--- config.mk ---
export PLATFORM = sky130hd
export DESIGN_NAME = iob_im_scan_flat
export DESIGN_NICKNAME = d
export VERILOG_FILES = /design/src/rtl/iob_im_scan_if.sv /design/src/rtl/iob_im_scan.sv /design/src/flat_wrapper.sv
export SDC_FILE = /design/constraint.sdc
export NUM_CORES = 1
export LEC_CHECK = 0
export BUFFER_PORTS_ARGS = -buffer_cell sky130_fd_sc_hd__buf_4
export CAP_MARGIN = 20
export CORE_MARGIN = 2
export CORE_UTILIZATION = 40
export CTS_BUF_LIST = sky130_fd_sc_hd__clkbuf_16
export DETAILED_ROUTE_END_ITERATION = 10
export GPL_ROUTABILITY_DRIVEN = 1
export PLACE_DENSITY = 0.66
export SLEW_MARGIN = 20
export SYNTH_ARGS = -nofsm -noshare
export SYNTH_HDL_FRONTEND = slang
export SYNTH_SLANG_ARGS = --single-unit
--- constraint.sdc ---
create_clock -name clk -period 7.85 [get_ports clk]
set_input_delay 0 -clock clk [delete_from_list [all_inputs] [get_ports clk]]
set_output_delay 0 -clock clk [all_outputs]
set_load 0.005 [all_outputs]
--- src/rtl/iob_im_scan_if.sv ---
// Image memory read port and pixel stream bundle.
// master = scan sequencer, slave = memory wrapper / pixel consumer.
interface iob_im_scan_if #(
  parameter int IM_ADDR_W = 16,
  parameter int IM_DATA_W = 24
);
  logic                 im_r_en;
  logic [IM_ADDR_W-1:0] im_r_addr;
  logic [IM_DATA_W-1:0] im_r_data;
  logic [IM_DATA_W-1:0] pix_data;
  logic                 pix_valid;
  logic                 pix_ready;
  logic                 pix_eol;
  logic                 pix_eof;

  modport master (
    output im_r_en,
    output im_r_addr,
    input  im_r_data,
    output pix_data,
    output pix_valid,
    output pix_eol,
    output pix_eof,
    input  pix_ready
  );

  modport slave (
    input  im_r_en,
    input  im_r_addr,
    output im_r_data,
    input  pix_data,
    input  pix_valid,
    input  pix_eol,
    input  pix_eof,
    output pix_ready
  );
endinterface

--- src/rtl/iob_im_scan.sv ---
// Raster-scan read sequencer for the image memory read port.
// Walks a window row by row and streams pixels with eol/eof markers.
module iob_im_scan #(
  parameter int IM_ADDR_W = 16,
  parameter int IM_DATA_W = 24,
  parameter int DIM_W     = 10
) (
  input  logic                 clk,
  input  logic                 rst_n,
  input  logic                 start,
  input  logic                 abort,
  input  logic [IM_ADDR_W-1:0] cfg_base,
  input  logic [DIM_W-1:0]     cfg_width,
  input  logic [DIM_W-1:0]     cfg_height,
  input  logic [IM_ADDR_W-1:0] cfg_stride,
  output logic                 busy,
  output logic                 done,
  iob_im_scan_if.master        bus
);

  typedef enum logic [1:0] {
    IDLE,
    RUN,
    DRAIN
  } state_t;

  state_t state_q, state_d;

  logic [DIM_W-1:0]     w_q, h_q, col_q, row_q;
  logic [IM_ADDR_W-1:0] stride_q, line_q;

  logic [1:0][IM_DATA_W-1:0] buf_data;
  logic [1:0]                buf_eol, buf_eof;
  logic                      rd_q, wr_q;
  logic [1:0]                cnt_q;

  logic fly_q, fly_eol_q, fly_eof_q;
  logic zdone_q;

  logic zero_cfg, go, last_col, last_row;
  logic pop, issue, drained;
  logic [2:0] credit;

  assign zero_cfg = (cfg_width == '0) || (cfg_height == '0);
  assign go       = start && !abort && (state_q == IDLE);
  assign last_col = (col_q == w_q - DIM_W'(1));
  assign last_row = (row_q == h_q - DIM_W'(1));

  assign pop = bus.pix_valid && bus.pix_ready;

  // Occupancy is counted after this cycle's pop so a full-rate stream
  // keeps one read in flight and one pixel buffered.
  assign credit = {1'b0, cnt_q} - {2'b0, pop} + {2'b0, fly_q};
  assign issue  = (state_q == RUN) && !abort && (credit < 3'd2);

  assign drained = (state_q == DRAIN) && (cnt_q == 2'd0) && !fly_q;

  assign bus.im_r_en   = issue;
  assign bus.im_r_addr = line_q + IM_ADDR_W'(col_q);
  assign bus.pix_valid = (cnt_q != 2'd0);
  assign bus.pix_data  = buf_data[rd_q];
  assign bus.pix_eol   = buf_eol[rd_q];
  assign bus.pix_eof   = buf_eof[rd_q];

  assign busy = (state_q == RUN) || ((state_q == DRAIN) && !drained);
  assign done = drained || zdone_q;

  always_ff @(posedge clk or negedge rst_n) begin
    if (!rst_n) state_q <= IDLE;
    else        state_q <= state_d;
  end

  always_comb begin
    state_d = state_q;
    if (abort) begin
      state_d = IDLE;
    end else begin
      case (state_q)
        IDLE:    if (start && !zero_cfg) state_d = RUN;
        RUN:     if (issue && last_col && last_row) state_d = DRAIN;
        DRAIN:   if (drained) state_d = IDLE;
        default: state_d = IDLE;
      endcase
    end
  end

  always_ff @(posedge clk or negedge rst_n) begin
    if (!rst_n) begin
      w_q       <= '0;
      h_q       <= '0;
      stride_q  <= '0;
      line_q    <= '0;
      col_q     <= '0;
      row_q     <= '0;
      fly_q     <= 1'b0;
      fly_eol_q <= 1'b0;
      fly_eof_q <= 1'b0;
      zdone_q   <= 1'b0;
    end else begin
      zdone_q <= go && zero_cfg;
      fly_q   <= issue;
      if (go) begin
        w_q      <= cfg_width;
        h_q      <= cfg_height;
        stride_q <= cfg_stride;
        line_q   <= cfg_base;
        col_q    <= '0;
        row_q    <= '0;
      end else if (issue) begin
        fly_eol_q <= last_col;
        fly_eof_q <= last_col && last_row;
        if (last_col) begin
          col_q  <= '0;
          row_q  <= row_q + DIM_W'(1);
          line_q <= line_q + stride_q;
        end else begin
          col_q <= col_q + DIM_W'(1);
        end
      end
    end
  end

  always_ff @(posedge clk or negedge rst_n) begin
    if (!rst_n) begin
      buf_data <= '0;
      buf_eol  <= '0;
      buf_eof  <= '0;
      rd_q     <= 1'b0;
      wr_q     <= 1'b0;
      cnt_q    <= 2'd0;
    end else if (abort) begin
      rd_q  <= 1'b0;
      wr_q  <= 1'b0;
      cnt_q <= 2'd0;
    end else begin
      if (fly_q) begin
        buf_data[wr_q] <= bus.im_r_data;
        buf_eol[wr_q]  <= fly_eol_q;
        buf_eof[wr_q]  <= fly_eof_q;
        wr_q           <= ~wr_q;
      end
      if (pop) rd_q <= ~rd_q;
      cnt_q <= cnt_q + {1'b0, fly_q} - {1'b0, pop};
    end
  end

endmodule

--- src/flat_wrapper.sv ---
// flat-port wrapper written by rule: the top's interface ports become plain ports
module iob_im_scan_flat 
#(
  parameter int IM_ADDR_W = 16,
  parameter int IM_DATA_W = 24,
  parameter int DIM_W     = 10
)
  (clk, rst_n, start, abort, cfg_base, cfg_width, cfg_height, cfg_stride, busy, done, bus_im_r_en, bus_im_r_addr, bus_im_r_data, bus_pix_data, bus_pix_valid, bus_pix_eol, bus_pix_eof, bus_pix_ready);
  iob_im_scan_if #(.IM_ADDR_W(IM_ADDR_W), .IM_DATA_W(IM_DATA_W)) bus_i ();
  input  logic clk;
  input  logic rst_n;
  input  logic start;
  input  logic abort;
  input  logic [IM_ADDR_W-1:0] cfg_base;
  input  logic [DIM_W-1:0] cfg_width;
  input  logic [DIM_W-1:0] cfg_height;
  input  logic [IM_ADDR_W-1:0] cfg_stride;
  output logic busy;
  output logic done;
  output wire logic [$bits(bus_i.im_r_en)-1:0] bus_im_r_en;
  output wire logic [$bits(bus_i.im_r_addr)-1:0] bus_im_r_addr;
  input wire logic [$bits(bus_i.im_r_data)-1:0] bus_im_r_data;
  output wire logic [$bits(bus_i.pix_data)-1:0] bus_pix_data;
  output wire logic [$bits(bus_i.pix_valid)-1:0] bus_pix_valid;
  output wire logic [$bits(bus_i.pix_eol)-1:0] bus_pix_eol;
  output wire logic [$bits(bus_i.pix_eof)-1:0] bus_pix_eof;
  input wire logic [$bits(bus_i.pix_ready)-1:0] bus_pix_ready;
  assign bus_im_r_en = bus_i.im_r_en;
  assign bus_im_r_addr = bus_i.im_r_addr;
  assign bus_i.im_r_data = bus_im_r_data;
  assign bus_pix_data = bus_i.pix_data;
  assign bus_pix_valid = bus_i.pix_valid;
  assign bus_pix_eol = bus_i.pix_eol;
  assign bus_pix_eof = bus_i.pix_eof;
  assign bus_i.pix_ready = bus_pix_ready;
  iob_im_scan #(.IM_ADDR_W(IM_ADDR_W), .IM_DATA_W(IM_DATA_W), .DIM_W(DIM_W)) u_core (.clk(clk), .rst_n(rst_n), .start(start), .abort(abort), .cfg_base(cfg_base), .cfg_width(cfg_width), .cfg_height(cfg_height), .cfg_stride(cfg_stride), .busy(busy), .done(done), .bus(bus_i));
endmodule
==> summary.md, run 1 <==
| Metric | Value |
|---|---|
| GR Overflow Total | `0` |
| Fmax | `251 MHz` |
| TritonCTS clock tree | `built` |
| Final worst path period need | `3990 ps` |
| Fin nets | `between 1000 and 1500` |
| Drt pass-1 iters | `5` |
| Part of the power in combinational logic | `0.348` |
| GP Congestion | `approximately 0.8` |
| Vias in the first global route | `around 6200` |
| Worst Reg-to-Reg Cells | `13` |
| Register area | `3350 sq um` |
| Crit path kind | `flop to flop` |
| Status | `finished, final reports clean` |
| Die area | `19800 sq um` |
| Asr flop ratio synth | `1.00` |
| VDD IR max | `roughly 180 uV` |
| Crit path cell chain | `or2_2 -> and2_1 -> ha_1 -> inv_1 -> ha_1 -> inv_1 -> fa_1 -> xnor2_1 -> nand4_1 -> or4_1 -> and3_1 -> a21oi_1 -> o21ai_0` |
| Switching Fraction | `0.317` |
| Worst Path Arrival | `4250 ps` |
| P_sw | `0.858 mW` |
| Worst slew margin | `0.426` |
| Slowest cell on the critical path | `or4_1` |
| Sequential power share | `0.354` |
| Drt drc | `0` |
| Largest net degree at the start of global routing | `70` |
| Area growth from synthesis to layout | `34.7%` |
| Wirelength per Cell | `15.5 um` |
| Layout cells sized above 1 | `0.263` |
| Max clock buf depth | `2` |
| # IOs | `roughly 130` |
| Yosys Warn Count | `0` |
| Ys flop type | `dfrtp_1` |
| Cell row count | `50` |
| Core Footprint | `around 19000 sq um` |
| Syn Std Cell Area | `7480 sq um` |
| Mean Syn Cell Area | `9.92 sq um` |
| Req. time, crit path | `around 8000 ps` |
| Vias | `6238` |
| Worst slew pin tran | `861 ps` |
| Setup TNS Final | `0 ps` |
| Clock Skews | `about 9.2 ps` |
| Routed wire length | `18.8 mm` |
| Die width | `approximately 140 um` |
| Total internal power | `between 1.5 and 2 mW` |
| Root Driver | `clkbuf_16` |
| Post-cts gate resize count | `0` |
| Final HPWL DP | `12.8 mm` |
| Clk pwr share | `0.298` |
| Final setup vio count | `0` |
| Clock sinks | `134` |
| Htree depth | `4` |
| Count of input and output buffers | `between 100 and 150` |
| P per Cell Area | `268 nW/um^2` |
| Hold violation count in the final report | `0` |
| Area of the multi-input gates | `between 3000 and 4000 sq um` |
| EDFF count, synth | `0` |
| Startpoint types | `flop` |
| MaxCap Viol Count | `0` |
| Sequential-to-total area share from yosys stat | `0.448` |
| Total GRT Usage | `0.195` |
| Peak per-stage delay on the critical path | `1010 ps` |
| RSZ-0062 raised after global routing | `no` |
| Hold Slack | `150 ps` |
| Post-Syn Nets | `between 800 and 900` |
| Min-delay worst type | `input pin to async pin` |
| Vias/cell | `5.15` |
| Iteration-0 DRC Markers | `320` |
| Total CTS buffers | `17` |
| Static Leakage | `4.80 nW` |
| Worst-path clk slew | `about 60 ps` |
| Clk_lat worst skew | `420 ps` |
| Post-synthesis cell type count | `59` |
| Flops & latches, synth | `134` |
| Initial antenna violation count | `3` |
| First-pass GRT wire length | `31.3 mm` |
| Crit path max fanout | `22` |
| Mapped Cells | `754` |
| DRT antenna net count | `0` |
| Initial Util | `0.404` |
| Worst Setup End Kind | `flop` |
| Period Utilization, post-route | `0.508` |
| Max-slew violations | `0` |
| Die span in y | `141 um` |
| Filler cell count | `roughly 1600` |
[area by class of cell]
type / instances / share of cell area
inverter: 24 / 0.00894
clock buffer: 17 / 0.0422
timing repair buffer: 213 / 0.179
tap: 234 / 0.0291
multi-input combinational: 572 / 0.391
antenna: 3 / 0.000745
sequential: 134 / 0.333
clock inverter: 15 / 0.0165
[cells in the final DEF, fill, tap and decap left out, types with 6 or more instances in the layout]
cell / count
inv_1: 24
dfrtp_1: 134
dlygate4sd3_1: 80
o21ai_0: 43
and3_1: 12
o22ai_1: 9
mux2_2: 78
inv_6: 6
a31oi_1: 6
nor2b_1: 8
o21a_1: 6
nand2b_1: 8
nor3_1: 12
ha_1: 31
nor2_1: 57
or3_1: 6
xor2_1: 19
nand2_1: 125
nand3_1: 17
a21oi_1: 21
clkbuf_16: 17
xnor2_1: 40
buf_4: 132
[registers in the layout (all words and copies together), names as in the netlist, 2 cells and up]
name and flops:
u_core.state_q 2, u_core.buf_eof 2, u_core.buf_eol 2, u_core.row_q 10, u_core.line_q 16, u_core.h_q 10, u_core.col_q 10, u_core.buf_data 48
u_core.stride_q 16, u_core.cnt_q 2, u_core.w_q 10
[cells in the mapped netlist, types with 3 or more instances]
| library cell | n | area, sq um |
|---|---|---|
| a31oi_1 | 6 | 37.5 |
| nor3_1 | 12 | 60.1 |
| nand3_1 | 17 | 85.1 |
| fa_1 | 3 | 60.1 |
| nor4_1 | 5 | 31.3 |
| dfrtp_1 | 134 | 3350 |
| inv_1 | 24 | 90.1 |
| mux2_2 | 78 | 878 |
| nand2_1 | 125 | 469 |
| o21a_1 | 6 | 45.0 |
| and3_1 | 13 | 81.3 |
| or3_1 | 6 | 37.5 |
| or4_1 | 5 | 37.5 |
| xor2_1 | 19 | 166 |
| or3b_2 | 3 | 26.3 |
| nor2_1 | 57 | 214 |
| ha_1 | 31 | 388 |
| buf_1 | 3 | 11.3 |
| nand2b_1 | 8 | 50.1 |
| xnor2_1 | 40 | 350 |
| nor2b_1 | 8 | 50.1 |
| a21o_1 | 5 | 37.5 |
| o22ai_1 | 9 | 56.3 |
| a21oi_1 | 21 | 105 |
| o211ai_1 | 5 | 37.5 |
| clkbuf_1 | 17 | 63.8 |
| o31ai_1 | 5 | 37.5 |
| o21ai_0 | 43 | 215 |
| a22oi_1 | 5 | 37.5 |
[stage by stage]
step / instances / setup slack [ps] / area (sq um) / util / total power [mW]
CTS: 1209 / 3830 / 10100 / 0.544 / 2.72
global route: 1212 / 3570 / 10100 / 0.544 / 2.88
floorplan: 754 / 4460 / 7480 / - / 1.52
global placement: 1097 / 3950 / 8670 / 0.468 / 1.85
detailed placement: 1097 / 3830 / 8670 / 0.468 / 1.87
finish: 1212 / 3860 / 10100 / 0.544 / 2.70
[cells by family (layout without fill, tap and decap cells)]
kind of cell	count (synthesis)	in the layout	synth area share
AO/OA/AOI/OAI	122	122	0.101
adder cells (fa/ha/maj)	35	35	0.0612
flip-flops	134	134	0.448
multiplexers	79	79	0.119
buffers and inverters	48	269	0.0264
AND/OR/NAND/NOR	277	277	0.175
other	0	3	0
XOR/XNOR	59	59	0.0691
[power by group through the flow]
stage          logic (mW)  clock network [mW]  registers, mW
2_1_floorplan       0.595                   0          0.923
4_1_cts             0.940               0.822          0.956
3_5_place_dp        0.899                   0          0.966
6_report            0.939               0.805          0.957
3_3_place_gp        0.889                   0          0.961
5_1_grt              1.04               0.858          0.979
[critical path: cells and delay by family, from the launching register on]
family                   cells  cell delay (ps)
AO/OA/AOI/OAI                2              190
XOR/XNOR                     1              150
adder cells (fa/ha/maj)      3              770
buffers and inverters        2              100
flip-flops                   1              420
AND/OR/NAND/NOR              5             2200
[what timing repair did]
item,4_1_cts,5_1_grt
hold endpoints to repair,175,0
setup buffers,0,0
hold buffers,80,0
[layer usage]
metal,up-vias,track usage,share of wire
li1,3068,-,-
met4,0,0.0458,0.0073
met5,-,0,0
met2,167,0.329,0.48
met1,2989,0.257,0.46
met3,14,0.0452,0.047
[worst paths after layout]
path	endpoint	slack, ps	startpoint
max reg2reg	u_core.line_q[13]	3860	u_core.cnt_q[1]
min in group clk	u_core.cnt_q[1]	270	bus_pix_ready
min reg2reg	u_core.stride_q[9]	480	u_core.stride_q[9]
max in group asynchronous	u_core.stride_q[15]	6410	rst_n
max	u_core.line_q[13]	3860	u_core.cnt_q[1]
min	u_core.buf_data[31]	150	rst_n
Note: power is estimated with default switching activity, not from simulation.
==> run 2, diff against run 1 <==
- clock period: 7.85 -> 4.2 ns (I/O delays scaled with it)
==> summary.md, run 2 (same netlist as run 1, synthesis figures left out) <==
| Metric | Value |
|---|---|
| Clk_lat worst skew | `430 ps (was 420 ps)` |
| P_sw | `1.60 mW (was 0.858 mW)` |
| Iteration-0 DRC Markers | `353 (was 320)` |
| Startpoint types | `flop (unchanged)` |
| # IOs | `127 (unchanged)` |
| Total power draw | `5.16 mW (was 2.70 mW)` |
| Fmax | `269 MHz (was 251 MHz)` |
| Drt pass-1 iters | `4 (was 5)` |
| Routed wire length | `19.3 mm (was 18.8 mm)` |
| Die width | `141 um (unchanged)` |
| Crit path cell chain | `or2_2 -> and2_1 -> ha_1 -> inv_1 -> ha_1 -> inv_1 -> fa_1 -> xnor2_1 -> nand4_1 -> or4_1 -> or3_1 -> a21oi_1 (was or2_2 -> and2_1 -> ha_1 -> inv_1 -> ha_1 -> inv_1 -> fa_1 -> xnor2_1 -> nand4_1 -> or4_1 -> and3_1 -> a21oi_1 -> o21ai_0)` |
| Sequential power share | `0.346 (was 0.354)` |
| Vias | `6187 (was 6238)` |
| Worst slew pin tran | `909 ps (was 861 ps)` |
| DRT antenna net count | `0 (unchanged)` |
| Part of the power in combinational logic | `0.343 (was 0.348)` |
| P per Cell Area | `509 nW/um^2 (was 268 nW/um^2)` |
| Placed Area | `8690 sq um (was 8670 sq um)` |
| Setup TNS Final | `0 ps (unchanged)` |
| Hold Slack | `243 ps (was 150 ps)` |
| MaxCap Viol Count | `0 (unchanged)` |
| Die span in y | `141 um (unchanged)` |
| Switching Fraction | `0.310 (was 0.317)` |
| Final worst path period need | `3720 ps (was 3990 ps)` |
| Core Footprint | `18500 sq um (unchanged)` |
| Crit path max fanout | `19 (was 22)` |
| Worst Path Arrival | `4070 ps (was 4250 ps)` |
| Worst Setup End Kind | `flop (unchanged)` |
| CP top delay family | `simple AND/OR/NAND/NOR gates (unchanged)` |
| Fin nets | `1080 (was 1077)` |
| Vias in the first global route | `6339 (was 6227)` |
| Min-delay worst type | `input pin to async pin (unchanged)` |
| Crit path kind | `flop to flop (unchanged)` |
| Total internal power | `3.56 mW (was 1.84 mW)` |
| First-pass GRT wire length | `31.5 mm (was 31.3 mm)` |
| Clock sinks | `134 (unchanged)` |
| Worst-path clk slew | `60 ps (about the same)` |
| Initial antenna violation count | `1 (was 3)` |
| Slowest cell on the critical path | `or4_1 (unchanged)` |
| Most frequent cells in the layout | `135 x buf_4, 134 x dfrtp_1, 125 x nand2_1, 80 x dlygate4sd3_1, 78 x mux2_2 (was 134 x dfrtp_1, 132 x buf_4, 125 x nand2_1, 80 x dlygate4sd3_1, 78 x mux2_2)` |
| Area growth from synthesis to layout | `35.4% (was 34.7%)` |
| Clock Skews | `14.1 ps (was 9.17 ps)` |
| Final HPWL DP | `13.0 mm (was 12.8 mm)` |
| Final Util | `0.547 (was 0.544)` |
| Initial Util | `0.404 (unchanged)` |
| Register with the most flip-flops | `u_core.buf_data (unchanged)` |
| Cell row count | `50 (unchanged)` |
| Filler cell count | `1584 (was 1637)` |
| Period Utilization, post-route | `0.885 (was 0.508)` |
| CP Buf/Inv Count | `2 (unchanged)` |
| Total CTS buffers | `17 (unchanged)` |
| TritonCTS clock tree | `built (unchanged)` |
| GR Overflow Total | `0 (unchanged)` |
| Vias/cell | `5.10 (was 5.15)` |
| Placed Instances | `1100 (was 1097)` |
| Top flop regs | `u_core.buf_data x48, u_core.line_q x16, u_core.stride_q x16 (unchanged)` |
| Final Cell Area | `10100 sq um (about the same)` |
| VDD IR max | `344 uV (was 176 uV)` |
| Clk pwr share | `0.310 (was 0.298)` |
| Wirelength per Cell | `15.9 um (was 15.5 um)` |
| Pre-CTS WS | `514 ps (was 3830 ps)` |
| RSZ-0062 raised after global routing | `no (unchanged)` |
| Setup bufs post-CTS | `0 (unchanged)` |
| Layout cells sized above 1 | `0.263 (about the same)` |
| Max-slew violations | `0 (unchanged)` |
| Number of flip-flops in the largest register | `48 (unchanged)` |
| Commonest non-fill, non-tap cell in the layout | `buf_4 (was dfrtp_1)` |
| Static Leakage | `4.83 nW (was 4.80 nW)` |
| Non-Filler Instances | `1213 (was 1212)` |
| Status | `finished, final reports clean (unchanged)` |
| Hold_buf cts | `80 (unchanged)` |
| Hold violation count in the final report | `0 (unchanged)` |
| GP Congestion | `0.857 (was 0.818)` |
| Die area | `19800 sq um (unchanged)` |
| Post-cts gate resize count | `0 (unchanged)` |
| Largest net degree at the start of global routing | `100 (was 70)` |
| Req. time, crit path | `4550 ps (was 8110 ps)` |
| Total GRT Usage | `0.199 (was 0.195)` |
| Htree depth | `4 (unchanged)` |
| Peak per-stage delay on the critical path | `900 ps (was 1010 ps)` |
| Max clock buf depth | `2 (unchanged)` |
| Worst slew margin | `0.394 (was 0.426)` |
| Count of input and output buffers | `126 (unchanged)` |
| Drt drc | `0 (unchanged)` |
| Final setup vio count | `0 (unchanged)` |
| Root Driver | `clkbuf_16 (unchanged)` |
| Final WS setup | `482 ps (was 3860 ps)` |
-- run 2: routing by layer --
layer | share of wire | track usage | wire length, um | vias to the layer above
met3 | 0.052 | 0.0452 | 997 | 26
met1 | 0.46 | 0.260 | 8880 | 2930
li1 | - | - | - | 3059
met4 | 0.018 | 0.0616 | 351 | 0
met2 | 0.47 | 0.331 | 9110 | 172
met5 | 0 | 0 | 0 | -
-- run 2: final cells by class --
| cell class | count | area, sq um | area share |
|---|---|---|---|
| inverters | 24 | 90.1 | 0.00890 |
| clock inverters | 15 | 203 | 0.0200 |
| clock buffers | 17 | 425 | 0.0420 |
| multi-input cells | 572 | 3930 | 0.388 |
| repair buffers | 216 | 1830 | 0.180 |
| well taps | 234 | 293 | 0.0289 |
| flip-flops and latches | 134 | 3350 | 0.331 |
| diodes | 1 | 2.50 | 0.000247 |
-- run 2: final timing paths --
kind	to	start	slack, ps	depth (start not counted)
worst min register to register	u_core.stride_q[8]	u_core.stride_q[8]	480	2
min in group clk	u_core.stride_q[6]	cfg_stride[6]	300	4
worst max-delay path	u_core.row_q[9]	u_core.cnt_q[1]	480	12
worst min-delay path	u_core.buf_data[30]	rst_n	240	2
max in group asynchronous	u_core.stride_q[8]	rst_n	2900	3
worst max register to register	u_core.row_q[9]	u_core.cnt_q[1]	480	12
-- run 2: power groups by stage --
stage | clock [mW] | combinational [mW] | sequential, mW
2_1_floorplan | 0 | 1.11 | 1.73
3_5_place_dp | 0 | 1.69 | 1.80
4_1_cts | 1.63 | 1.77 | 1.78
5_1_grt | 1.69 | 1.95 | 1.83
3_3_place_gp | 0 | 1.67 | 1.80
6_report | 1.60 | 1.77 | 1.79
==> run 3, diff against run 2 <==
- GPL_TIMING_DRIVEN: unset -> 0
==> summary.md, run 3 (same netlist as run 1, synthesis figures left out) <==
| Metric | Value |
|---|---|
| Req. time, crit path | `4530 ps (was 4550 ps)` |
| VDD IR max | `319 uV (was 344 uV)` |
| Setup bufs post-CTS | `0 (unchanged)` |
| Worst slew margin | `0.518 (was 0.394)` |
| Root Driver | `clkbuf_16 (unchanged)` |
| Core Footprint | `18500 sq um (unchanged)` |
| Commonest non-fill, non-tap cell in the layout | `dfrtp_1 (was buf_4)` |
| Final Cell Area | `10100 sq um (about the same)` |
| Clk_lat worst skew | `430 ps (about the same)` |
| Layout cells sized above 1 | `0.253 (was 0.263)` |
| Worst-path clk slew | `60 ps (about the same)` |
| Max clock buf depth | `2 (unchanged)` |
| Routed wire length | `19.7 mm (was 19.3 mm)` |
| Top flop regs | `u_core.buf_data x48, u_core.line_q x16, u_core.stride_q x16 (unchanged)` |
| Max-slew violations | `0 (unchanged)` |
| Drt drc | `0 (unchanged)` |
| Clock sinks | `134 (unchanged)` |
| Total GRT Usage | `0.204 (was 0.199)` |
| Cell row count | `50 (unchanged)` |
| Crit path cell chain | `or2_2 -> and2_1 -> ha_1 -> inv_1 -> ha_1 -> inv_1 -> fa_1 -> xnor2_1 -> nand4_1 -> or4_1 -> buf_2 -> nand2_2 -> nor2_1 -> nor3_1 (was or2_2 -> and2_1 -> ha_1 -> inv_1 -> ha_1 -> inv_1 -> fa_1 -> xnor2_1 -> nand4_1 -> or4_1 -> or3_1 -> a21oi_1)` |
| RSZ-0062 raised after global routing | `no (unchanged)` |
| Total CTS buffers | `17 (unchanged)` |
| First-pass GRT wire length | `32.2 mm (was 31.5 mm)` |
| Worst Path Arrival | `4230 ps (was 4070 ps)` |
| CP Buf/Inv Count | `3 (was 2)` |
| Die area | `19800 sq um (unchanged)` |
| Die width | `141 um (unchanged)` |
| Number of flip-flops in the largest register | `48 (unchanged)` |
| Final HPWL DP | `13.7 mm (was 13.0 mm)` |
| Worst slew pin tran | `715 ps (was 909 ps)` |
| Fmax | `256 MHz (was 269 MHz)` |
| Register with the most flip-flops | `u_core.buf_data (unchanged)` |
| Fin nets | `1094 (was 1080)` |
| GP Congestion | `0.848 (was 0.857)` |
| Hold Slack | `147 ps (was 243 ps)` |
| Peak per-stage delay on the critical path | `730 ps (was 900 ps)` |
| Min-delay worst type | `input pin to async pin (unchanged)` |
| Area growth from synthesis to layout | `35.3% (was 35.4%)` |
| Initial antenna violation count | `1 (unchanged)` |
| MaxCap Viol Count | `0 (unchanged)` |
| Htree depth | `4 (unchanged)` |
| Initial Util | `0.404 (unchanged)` |
| Status | `finished, final reports clean (unchanged)` |
| Wirelength per Cell | `16.1 um (was 15.9 um)` |
| Placed Area | `8750 sq um (was 8690 sq um)` |
| Clock Skews | `8.05 ps (was 14.1 ps)` |
| Largest net degree at the start of global routing | `82 (was 100)` |
| Vias | `6365 (was 6187)` |
| Iteration-0 DRC Markers | `288 (was 353)` |
| Final setup vio count | `0 (unchanged)` |
| Slowest cell on the critical path | `or4_1 (unchanged)` |
| DRT antenna net count | `0 (unchanged)` |
| Hold violation count in the final report | `0 (unchanged)` |
| P per Cell Area | `494 nW/um^2 (was 509 nW/um^2)` |
| Filler cell count | `1629 (was 1584)` |
| Crit path max fanout | `10 (was 19)` |
| GR Overflow Total | `0 (unchanged)` |
| Vias/cell | `5.19 (was 5.10)` |
| Count of input and output buffers | `125 (was 126)` |
| Final Util | `0.546 (was 0.547)` |
| Period Utilization, post-route | `0.930 (was 0.885)` |
| Setup TNS Final | `0 ps (unchanged)` |
| Most frequent cells in the layout | `134 x dfrtp_1, 125 x nand2_1, 124 x buf_4, 80 x dlygate4sd3_1, 78 x mux2_2 (was 135 x buf_4, 134 x dfrtp_1, 125 x nand2_1, 80 x dlygate4sd3_1, 78 x mux2_2)` |
| Drt pass-1 iters | `5 (was 4)` |
| TritonCTS clock tree | `built (unchanged)` |
| Final WS setup | `294 ps (was 482 ps)` |
| CP top delay family | `simple AND/OR/NAND/NOR gates (unchanged)` |
| Static Leakage | `4.81 nW (was 4.83 nW)` |
| Pre-CTS WS | `126 ps (was 514 ps)` |
| # IOs | `127 (unchanged)` |
| Worst Setup End Kind | `flop (unchanged)` |
| Final worst path period need | `3910 ps (was 3720 ps)` |
| Die span in y | `141 um (unchanged)` |
| Crit path kind | `flop to flop (unchanged)` |
| Startpoint types | `flop (unchanged)` |
| Vias in the first global route | `6454 (was 6339)` |
==> run 3: area by class of cell <==
class,count,area (sq um),share of cell area
Antenna cell,1,2.50,0.000247
Buffer,24,108,0.0106
Clock buffer,17,425,0.0420
Clock inverter,15,131,0.0130
Inverter,24,90.1,0.00890
Multi-Input combinational cell,572,3940,0.390
Sequential cell,134,3350,0.331
Tap cell,234,293,0.0289
Timing Repair Buffer,206,1770,0.175
==> run 3: path summary, 6_finish.rpt <==
kind	from	endpoint	slack, ps	cells past startpoint
max	u_core.cnt_q[1]	u_core.line_q[4]	290	14
min	rst_n	u_core.buf_data[31]	150	2
max reg2reg	u_core.cnt_q[1]	u_core.line_q[4]	290	14
min reg2reg	u_core.stride_q[13]	u_core.stride_q[13]	480	2
max in group asynchronous	rst_n	u_core.col_q[4]	3370	3
min in group clk	cfg_stride[3]	u_core.stride_q[3]	300	4
==> run 3: power breakdown <==
part | internal (mW) | switching [mW] | total, mW
registers | 1.57 | 0.204 | 1.77
logic | 0.992 | 0.798 | 1.79
clock network | 0.781 | 0.651 | 1.43
==> run 3: layer usage <==
metal,global-route usage,wire [um]
met3,0.0465,1100
met4,0.0595,292
met2,0.343,9310
met5,0,0
met1,0.265,9030
==> run 3: timing repair <==
action,4_1_cts,5_1_grt
gates resized for setup,0,1
endpoints found under the setup margin,0,8
hold buffers,80,0
hold endpoints to repair,186,0
==> run 3: per-stage QoR <==
stage          power (mW)  std cells
2_1_floorplan        2.84        754
3_3_place_gp         3.46       1113
3_5_place_dp         3.50       1114
4_1_cts              5.00       1226
5_1_grt              5.32       1227
6_report             4.99       1227
